==> src/rtl/rat_flag_intr_unit.sv <==
// Flag register (C/Z with interrupt shadow), global interrupt enable and a
// synchronized, edge-triggered, fixed-priority interrupt pending block.
module rat_flag_intr_unit #(
  parameter  int NUM_SRC     = 4,
  parameter  int SYNC_STAGES = 2,
  localparam int IDW         = (NUM_SRC > 1) ? $clog2(NUM_SRC) : 1
) (
  input  logic               CLK,
  input  logic               RESET_N,
  input  logic               ALU_C,
  input  logic               ALU_Z,
  input  logic               FLG_C_SET,
  input  logic               FLG_C_CLR,
  input  logic               FLG_C_LD,
  input  logic               FLG_Z_LD,
  input  logic               FLG_LD_SEL,
  input  logic               FLG_SHAD_LD,
  input  logic               I_SET,
  input  logic               I_CLR,
  input  logic [NUM_SRC-1:0] INT_IN,
  output logic               C_FLAG,
  output logic               Z_FLAG,
  output logic               I_EN,
  output logic               INT_R,
  output logic [IDW-1:0]     INT_ID
);

  logic c_q, c_d, z_q, z_d;
  logic shad_c_q, shad_c_d, shad_z_q, shad_z_d;
  logic i_en_q, i_en_d;
  logic [NUM_SRC-1:0] pend_q, pend_d;
  logic [IDW-1:0]     int_id_q, int_id_d;
  logic [SYNC_STAGES-1:0][NUM_SRC-1:0] sync_q, sync_d;
  logic [NUM_SRC-1:0] prev_q, prev_d;
  logic [NUM_SRC-1:0] rise;
  logic [IDW-1:0]     ack_idx;
  logic               ack_any;

  always_comb begin
    c_d      = c_q;
    z_d      = z_q;
    shad_c_d = shad_c_q;
    shad_z_d = shad_z_q;
    i_en_d   = i_en_q;

    if (FLG_LD_SEL)     c_d = shad_c_q;
    else if (FLG_C_CLR) c_d = 1'b0;
    else if (FLG_C_SET) c_d = 1'b1;
    else if (FLG_C_LD)  c_d = ALU_C;

    if (FLG_LD_SEL)    z_d = shad_z_q;
    else if (FLG_Z_LD) z_d = ALU_Z;

    // Shadow samples pre-edge flags, so LD_SEL + SHAD_LD together swaps them.
    if (FLG_SHAD_LD) begin
      shad_c_d = c_q;
      shad_z_d = z_q;
    end

    if (FLG_SHAD_LD)  i_en_d = 1'b0;
    else if (I_CLR)   i_en_d = 1'b0;
    else if (I_SET)   i_en_d = 1'b1;
  end

  always_comb begin
    sync_d[0] = INT_IN;
    for (int s = 1; s < SYNC_STAGES; s++) sync_d[s] = sync_q[s-1];
    prev_d = sync_q[SYNC_STAGES-1];
    rise   = sync_q[SYNC_STAGES-1] & ~prev_q;
  end

  // Index 0 is the highest priority, so scan downward and keep the last hit.
  always_comb begin
    ack_idx = '0;
    ack_any = 1'b0;
    for (int i = NUM_SRC - 1; i >= 0; i--) begin
      if (pend_q[i]) begin
        ack_idx = IDW'(i);
        ack_any = 1'b1;
      end
    end
  end

  always_comb begin
    pend_d   = pend_q;
    int_id_d = int_id_q;
    if (FLG_SHAD_LD && ack_any) begin
      pend_d[ack_idx] = 1'b0;
      int_id_d        = ack_idx;
    end
    // A new edge landing on the bit being acknowledged must not be lost.
    pend_d = pend_d | rise;
  end

  always_ff @(posedge CLK or negedge RESET_N) begin
    if (!RESET_N) begin
      c_q      <= 1'b0;
      z_q      <= 1'b0;
      shad_c_q <= 1'b0;
      shad_z_q <= 1'b0;
      i_en_q   <= 1'b0;
      pend_q   <= '0;
      int_id_q <= '0;
      sync_q   <= '0;
      prev_q   <= '0;
    end else begin
      c_q      <= c_d;
      z_q      <= z_d;
      shad_c_q <= shad_c_d;
      shad_z_q <= shad_z_d;
      i_en_q   <= i_en_d;
      pend_q   <= pend_d;
      int_id_q <= int_id_d;
      sync_q   <= sync_d;
      prev_q   <= prev_d;
    end
  end

  assign C_FLAG = c_q;
  assign Z_FLAG = z_q;
  assign I_EN   = i_en_q;
  assign INT_R  = i_en_q & (|pend_q);
  assign INT_ID = int_id_q;

endmodule

==> config.mk <==
export PLATFORM = sky130hd
export DESIGN_NAME = rat_flag_intr_unit
export DESIGN_NICKNAME = d
export VERILOG_FILES = /design/src/rtl/rat_flag_intr_unit.sv
export SDC_FILE = /design/constraint.sdc
export NUM_CORES = 1
export LEC_CHECK = 0
export CORE_MARGIN = 2
export CORE_UTILIZATION = 55
export CTS_BUF_LIST = sky130_fd_sc_hd__clkbuf_16
export CTS_CLUSTER_SIZE = 24
export DETAILED_ROUTE_END_ITERATION = 6
export DONT_BUFFER_PORTS = 1
export PLACE_DENSITY_LB_ADDON = 0.1
export SYNTH_ARGS = -nofsm -noshare
export SYNTH_HDL_FRONTEND = slang
export SYNTH_SLANG_ARGS = --single-unit
==> constraint.sdc <==
create_clock -name CLK -period 1.8 [get_ports CLK]
set_input_delay 0.54 -clock CLK [delete_from_list [all_inputs] [get_ports CLK]]
set_output_delay 0.54 -clock CLK [all_outputs]
set_load 0.01 [all_outputs]
==> results.md, run 1 <==
Status:
- The flow ran to the end, and the final reports show no timing, DRC or antenna violations.

Critical path:
- The worst setup path is launched from a register.
- Among all stages on the critical path, the largest delay is contributed by o41a_1.
- The worst register-to-register path begins at pend_q[0]$_DFF_PN0_.
- The data required time at the worst endpoint is roughly 1.3 ns.
- The critical path contains buffers and inverters numbering 0 combined.
- The kind of cell adding the most delay to the critical path is compound AO/OA/AOI/OAI gates.
- The top fanout value on the critical path is 4.
- Data arrives at the worst endpoint at approximately 1.2 ns.
- The startpoint-to-endpoint class of the critical path is reg -> out.
- In this run the critical register-to-register path is captured at pend_q[3]$_DFF_PN0_.
- The worst setup slack for register-to-register paths is approximately 0.62 ns.
- The nature of the critical path endpoint is a primary output.
- The delay of the slowest cell on the worst path is 0.48 ns.
- The path depth of the worst reg2reg path is 3.
- Walking the worst path, the cells encountered are o41a_1.

Final layout:
- The number of fill cells is between 80 and 90.
- In the final design database the tool counted 80 nets.
- The count of inserted antenna diode cells is 0.
- In the layout the commonest cells are dfrtp_1, inv_1, o21ai_0, nor2_1.
- The most common library cell in the layout ignoring fill and taps is dfrtp_1.
- Cells with a size suffix above 1 make up between 7 and 8% of the layout.
- From synthesis to final layout, the design area changed by 12.28%.

Power and ir drop:
- Summed over all cells, the static leakage comes to 0.4120 nW.
- The power density normalized to cell area is around 1300 nW/um^2.
- Across the VDD grid, the largest voltage drop is between 1000 and 1500 uV.

Placement:
- The half-perimeter wire length of the detailed placement result is 852.6 microns.
- The congestion estimate from routability-driven global placement came to slightly below 0.7.
- Timing analysis after detailed placement gives a worst setup slack of 0.3936 ns.
- Buffers placed on the I/O ports in this run total 0.

Die:
- The core area is 1318 sq um.
- The floorplan step set the die height to 41.77 microns.
- In this run the count of I/O pins placed on the die edge is 22.
- The floorplan die width is between 40 and 50 microns.
- The number of standard-cell rows in the floorplan is 13.
- Once the floorplan was initialized, standard cells occupied a little under 60% of the core.
- The area enclosed by the die boundary is between 1500 and 2000 sq um.

Global route:
- The number of antenna violations at the first check in global routing is 0.
- The first global-routing pass estimated approximately 2100 microns of wire.
- The total grt overflow is 0.
- The number of global-route vias before repair is between 400 and 500.
- Across every metal layer, demand over resource in global routing totals between 15 and 20%.
- Entering global routing, the biggest net connects 24 pins.

Timing:
- The count of pins over their slew limit is 0.
- The highest clock rate is a little under 600 MHz.
- The final critical path takes up between 90% and 100% of the cycle.
- Between clock sinks in the finished design, the worst skew comes to approximately 0.0017 ns.
- Setup slack closes at between 0.1 and 0.15 ns.
- The clock period minus final worst setup slack is ~1.7 ns.
- The final number of setup-violating endpoints is 0.
- The count of final hold-check violations is 0.
- Setup repair after global routing left no endpoint under its margin.
- The remaining max-slew budget at the tightest pin is a little over a third.
- For the pin with the worst max-slew slack, the measured transition is between 0.9 and 1 ns.
- The accumulated negative setup slack is 0 ns.

CTS:
- The post-cts resize count is 0.
- After clock tree synthesis, the clock-pin slew on the worst setup and hold paths is 0.06 ns.
- In this run, CTS created clock tree buffers numbering 3.
- The clock latency of the later-clocked register in the worst-skew pair is roughly 0.25 ns.
- The root buffer selected by CTS is clkbuf_16.
- The buffer depth of the longest clock path is 2.
- The number of levels the H-tree was split into is 1.
- The clock net in this run drives a total of 23 sinks.
- Buffers added to address setup during post-CTS repair amount to 0.
- TritonCTS built the clock tree.

Hold path:
- The end point of the most critical hold path is sync_d[7]$_DFF_PN0_.
- The worst hold path begins at INT_IN[3].
- In this run the worst hold path is classified as in -> reg.
- Along the worst hold path, the cell count comes to 0.

Synth:
- In this run the cell area of the synthesized design comes to a little under 800 sq um.
- The register bit count reported by yosys is 23.
- After synthesis, flip-flops and latches occupy about three quarters of the total area.
- Synthesis produced a netlist whose cell count is just under 60.
- The number of nets handed over by synthesis was 75.
- A synthesized cell averages roughly 13 sq um.
- During synthesis, Yosys emitted a total of 0 warnings.
- The netlist uses 18 different library cells.

Route:
- The total via count after detailed routing is 444.
- The number of DRC markers in iteration 0 is 9.
- The count of TritonRoute iterations in the first routing pass is 3.
- The average via count per standard cell is roughly 5.7.
- The antenna violation net count after detailed routing is 0.
- The final layout contains routed wiring with a total length of 1277 microns.
- The final routed wire length divided by cell count is around 16 microns.
- After detailed routing, the number of remaining DRC violations is 0.

Flow run:
- The tool flagged a number of max-cap violations equal to 0.
-- flip-flops by register name, indices dropped and copies added, names as in the netlist --
signal / count
shad_c_q: 1
prev_d: 4
shad_z_q: 1
pend_q: 4
sync_d: 4
Z_FLAG: 1
prev_q: 4
I_EN: 1
C_FLAG: 1
INT_ID: 2
-- cells in the mapped netlist --
cell | instances | area share, %
nor3_1 | 1 | 0.64
o21ai_1 | 2 | 1.3
o21ai_0 | 6 | 3.8
o22ai_1 | 1 | 0.80
mux2_2 | 2 | 2.9
a211oi_1 | 1 | 0.96
or3b_1 | 1 | 1.1
o21a_1 | 2 | 1.9
nor2b_1 | 1 | 0.80
mux2i_1 | 1 | 1.3
dfrtp_1 | 23 | 73
nor2_1 | 4 | 1.9
a21oi_1 | 1 | 0.64
inv_1 | 7 | 3.3
nand2_1 | 3 | 1.4
buf_6 | 1 | 1.4
o31ai_1 | 1 | 0.96
o41a_1 | 1 | 1.4
-- kinds of logic (layout without fill, tap and decap cells) --
| logic type | count (synthesis) | in the layout | synth area share (%) |
|---|---|---|---|
| muxes | 3 | 3 | 4.147 |
| buffers and inverters | 8 | 12 | 4.785 |
| DFF | 23 | 23 | 73.36 |
| AOI/OAI and AO/OA | 15 | 15 | 11.80 |
| and+or+nand+nor | 10 | 10 | 5.901 |
-- where the power goes --
group | internal (mW) | switching, mW | leakage, nW
sequential | 0.565 | 0.0433 | 0.270
combinational | 0.0305 | 0.0328 | 0.0993
clock | 0.296 | 0.166 | 0.0423
-- worst reg2reg max path, stage by stage, from the launching register on --
cell     delay, ns
dfrtp_1       0.42
or3b_1        0.43
o21ai_1       0.13
o21ai_1       0.08
-- routing by layer --
metal	track usage (%)	up-vias	routed length, microns
met5	0	-	0
met4	13.55	0	44
met3	5.652	5	77
met2	28.75	12	632
met1	17.66	224	522
li1	-	203	-
-- worst max path at each step --
| stage | startpoint | endpoint | slack (ns) | depth (start not counted) |
|---|---|---|---|---|
| 2_1_floorplan | pend_q[3]$_DFF_PN0_ | INT_R | 0.43 | 1 |
| 4_1_cts | pend_q[3]$_DFF_PN0_ | INT_R | 0.11 | 1 |
| 6_report | pend_q[3]$_DFF_PN0_ | INT_R | 0.11 | 1 |
| 3_3_place_gp | pend_q[3]$_DFF_PN0_ | INT_R | 0.41 | 1 |
| 3_5_place_dp | pend_q[3]$_DFF_PN0_ | INT_R | 0.39 | 1 |
| 5_1_grt | RESET_N | Z_FLAG$_DFFE_PN0P_ | 0.08 | 1 |
-- layout make-up --
type                            instances  area [sq um]  area share [%]
Inverter                                7         26.28           2.983
Sequential cell                        23         575.6           65.34
Tap cell                               15         18.77           2.131
Timing Repair Buffer                    1         10.01           1.136
Clock buffer                            3         75.07           8.523
Clock inverter                          1         3.754          0.4261
Multi-Input combinational cell         28         171.4           19.46
-- timing repair --
item                                    4_1_cts  5_1_grt
hold endpoints to repair                     23        0
hold buffers                                  1        0
endpoints found under the setup margin        0        0
-- stage by stage --
step / utilization, % / std cells / total power, mW / instance area [sq um] / hold slack [ns]
final: 66.86 / 78 / 1.134 / 880.8 / 0.3100
after global routing: 66.86 / 78 / 1.178 / 880.8 / 0.3033
after CTS: 66.86 / 78 / 1.145 / 880.8 / 0.3075
after detailed placement: 60.11 / 73 / 0.6692 / 792.0 / 0.2449
after global placement: 60.11 / 73 / 0.6606 / 792.0 / 0.2451
after floorplan: - / 59 / 0.6545 / 784.5 / 0.2444
Power figures use the tool's default switching activity.
==> inputs of run 2 (changes only) <==
--- a/config.mk
+++ b/config.mk
@@ -5,13 +5,14 @@
 export SDC_FILE = /design/constraint.sdc
 export NUM_CORES = 1
 export LEC_CHECK = 0
-export CORE_MARGIN = 2
+export CORE_MARGIN = 4
 export CORE_UTILIZATION = 55
 export CTS_BUF_LIST = sky130_fd_sc_hd__clkbuf_16
 export CTS_CLUSTER_SIZE = 24
 export DETAILED_ROUTE_END_ITERATION = 6
 export DONT_BUFFER_PORTS = 1
 export PLACE_DENSITY_LB_ADDON = 0.1
+export SLEW_MARGIN = 20
 export SYNTH_ARGS = -nofsm -noshare
 export SYNTH_HDL_FRONTEND = slang
 export SYNTH_SLANG_ARGS = --single-unit
==> run 2 against run 1 <==
Against the previous run: sequential share of layout area unchanged; via count down 1.8%; critical path depth unchanged; final area unchanged; non-clock buffer count unchanged; setup slack worse by 0.0068 ns; clock-buffer cell count unchanged; hold slack better by 0.0035 ns; power down 0.49%; critical endpoint unchanged.
==> results.md, run 2 (synthesis gave the netlist of run 1 again) <==
Status:
- Status: completed (unchanged).

Global route:
- The total grt overflow is 0 (unchanged).
- The global-route usage over all layers is 14.33% (was 17.31%).
- The number of antenna violations at the first check in global routing was 0 (unchanged).
- The pin count of the biggest net entering global routing was 24 (unchanged).
- The number of global-route vias before repair came to 473 (was 456).
- The global-route wire length before repair is 2063 microns (was 2097 microns).

Die:
- The core area came to 1318 sq um (unchanged).
- The die extent in y came to 45.77 microns (was 41.77 microns).
- The starting density of the core was 59.54% (unchanged).
- The floorplan die width is 45.77 microns (was 41.77 microns).
- The number of standard-cell rows in the floorplan is 13 (unchanged).
- The area enclosed by the die boundary is 2094 sq um (was 1744 sq um).
- The number of ports placed on the die boundary is 22 (unchanged).

Route:
- The number of DRC markers in iteration 0 is 7 (was 9).
- The antenna violation net count after detailed routing is 0 (unchanged).
- The count of TritonRoute iterations in the first routing pass is 4 (was 3).
- The total via count after detailed routing is 436 (was 444).
- The remaining routing DRC violations is 0 (unchanged).
- The wire length after detailed routing was 1322 microns (was 1277 microns).
- The final routed wire length divided by cell count is 16.95 microns (was 16.37 microns).
- The average via count per standard cell is 5.590 (was 5.692).

Timing:
- The clock period minus final worst setup slack is 1.696 ns (was 1.689 ns).
- The slack of the critical path is 0.1041 ns (was 0.1109 ns).
- The worst-case hold slack was 0.3135 ns (was 0.3100 ns).
- The remaining max-slew budget at the tightest pin is 34.84% (was 35.70%).
- The final number of setup-violating endpoints is 0 (unchanged).
- The count of pins over their slew limit was 0 (unchanged).
- The final clock period utilization by the worst path is 94.22% (was 93.84%).
- The highest clock rate is 589.7 MHz (was 592.0 MHz).
- The count of final hold-check violations came to 0 (unchanged).
- The maximum clock skew at final layout is 0.001186 ns (was 0.001737 ns).
- The accumulated negative setup slack is 0 ns (unchanged).
- The worst-margin pin slew is 0.9743 ns (was 0.9613 ns).
- RSZ-0062 raised after global routing: false (unchanged).

Critical path:
- The endpoint arrival time on the critical path came to 1.16 ns (was 1.15 ns).
- The kind of cell adding the most delay to the critical path was compound AO/OA/AOI/OAI gates (unchanged).
- The nature of the critical path endpoint was a primary output (unchanged).
- The data required time at the worst endpoint is 1.26 ns (about the same).
- The sum of buffers and inverters on the critical path is 0 (unchanged).
- The library cell contributing the largest single delay on the critical path is o41a_1 (unchanged).
- Ordered cell list for the critical path: o41a_1 (unchanged).
- The top fanout value on the critical path is 5 (was 4).
- The startpoint-to-endpoint class of the critical path is reg -> out (unchanged).
- The type of element launching the critical path was a register (unchanged).
- The delay of the slowest cell on the worst path was 0.48 ns (about the same).

CTS:
- The number of levels the H-tree was split into is 1 (unchanged).
- The clock latency of the later-clocked register in the worst-skew pair was 0.25 ns (about the same).
- The total clock sinks is 23 (unchanged).
- The buffer depth of the longest clock path is 2 (unchanged).
- The clock slew at the register clock pins of the worst setup and hold paths is 0.05 ns (was 0.06 ns).
- The clock tree from TritonCTS is built (unchanged).
- The root buffer selected by CTS was clkbuf_16 (unchanged).
- The clock buffer count from CTS was 3 (unchanged).
- The post-cts resize count came to 0 (unchanged).

Flow run:
- The count of maximum capacitance violations is 0 (unchanged).

Hold path:
- The worst hold-check path type is in -> reg (unchanged).

Placement:
- The weighted congestion at the end of routability-driven global placement was 0.7415 (was 0.6800).
- The half-perimeter wire length of the detailed placement result is 956.3 microns (was 852.6 microns).
- The pre-CTS worst setup slack is 0.3746 ns (was 0.3936 ns).
- The number of placed instances, taps included is 73 (unchanged).
- The count of buffers from port buffering is 0 (unchanged).

Final layout:
- The fraction of final layout cells with drive strength greater than 1 is 7.937% (unchanged).
- The most common library cell in the layout ignoring fill and taps is dfrtp_1 (unchanged).
- The multi-input gate area in the final layout is 171.4 sq um (unchanged).
- The final cell count without fillers is 78 (unchanged).
- The sequential cell area is 575.6 sq um (unchanged).
- Top library cells by usage in the layout, fill and taps aside: dfrtp_1, inv_1, o21ai_0, nor2_1 (unchanged).
- The count of inserted antenna diode cells is 0 (unchanged).
- The number of nets at the end of the flow is 80 (unchanged).
- The number of fill cells was 95 (was 86).
- The synthesis-to-layout area growth was 12.28% (unchanged).

Power and ir drop:
- The overall power after layout is 1.128 mW (was 1.134 mW).
- The leakage power total came to 0.4120 nW (unchanged).
- The maximum vdd ir drop is 874.3 uV (was 1024 uV).
- The power density normalized to cell area is 1281 nW/um^2 (was 1287 nW/um^2).
[run 2: cell counts in the layout (fill, tap and decap cells not counted)]
No cell type changed its count.
[run 2: stage by stage]
stage	util (%)	area (sq um)
after floorplan	-	784.5
after global placement	60.11	792.0
after detailed placement	60.11	792.0
after CTS	66.86	880.8
after global routing	66.86	880.8
final	66.86	880.8
[run 2: power by group]
part           total, mW  internal [mW]  switching [mW]
registers          0.608          0.565          0.0424
clock network      0.457          0.296           0.161
logic             0.0637         0.0305          0.0332
total               1.13          0.892           0.237
[run 2: layout make-up]
cell class / instances / share of cell area (%)
clock inverters: 1 / 0.4261
inverters: 7 / 2.983
well taps: 15 / 2.131
flip-flops and latches: 23 / 65.34
clock buffers: 3 / 8.523
multi-input cells: 28 / 19.46
repair buffers: 1 / 1.136
[run 2: what timing repair did]
action	4_1_cts	5_1_grt
hold endpoints to repair	23	0
buffers inserted	0	0
hold buffers	1	0
[run 2: per-layer routing]
layer  part of all wire, %  up-vias  GRT usage (%)
met5                     0        -              0
met4                   1.4        0          5.114
met3                   7.3        3          5.534
met2                    55       17          24.51
met1                    37      212          16.18
li1                      -      204              -
[run 2: worst paths after layout]
kind,endpoint,start,slack [ns],depth (start not counted)
worst min register to register,prev_d[3]$_DFF_PN0_,sync_d[7]$_DFF_PN0_,0.35,0
min in group asynchronous,INT_ID[1]$_DFFE_PN0N_,RESET_N,0.90,1
worst max register to register,pend_q[3]$_DFF_PN0_,pend_q[0]$_DFF_PN0_,0.61,3
worst min-delay path,sync_d[4]$_DFF_PN0_,INT_IN[0],0.31,0
worst max-delay path,INT_R,pend_q[2]$_DFF_PN0_,0.10,1
max in group asynchronous,sync_d[7]$_DFF_PN0_,RESET_N,0.31,1
==> inputs of run 3 (changes only) <==
--- a/config.mk
+++ b/config.mk
@@ -5,6 +5,7 @@
 export SDC_FILE = /design/constraint.sdc
 export NUM_CORES = 1
 export LEC_CHECK = 0
+export CAP_MARGIN = 15
 export CORE_MARGIN = 4
 export CORE_UTILIZATION = 55
 export CTS_BUF_LIST = sky130_fd_sc_hd__clkbuf_16
==> results of run 3 <==
No change in the layout: final DEF, timing and power equal those of run 2.
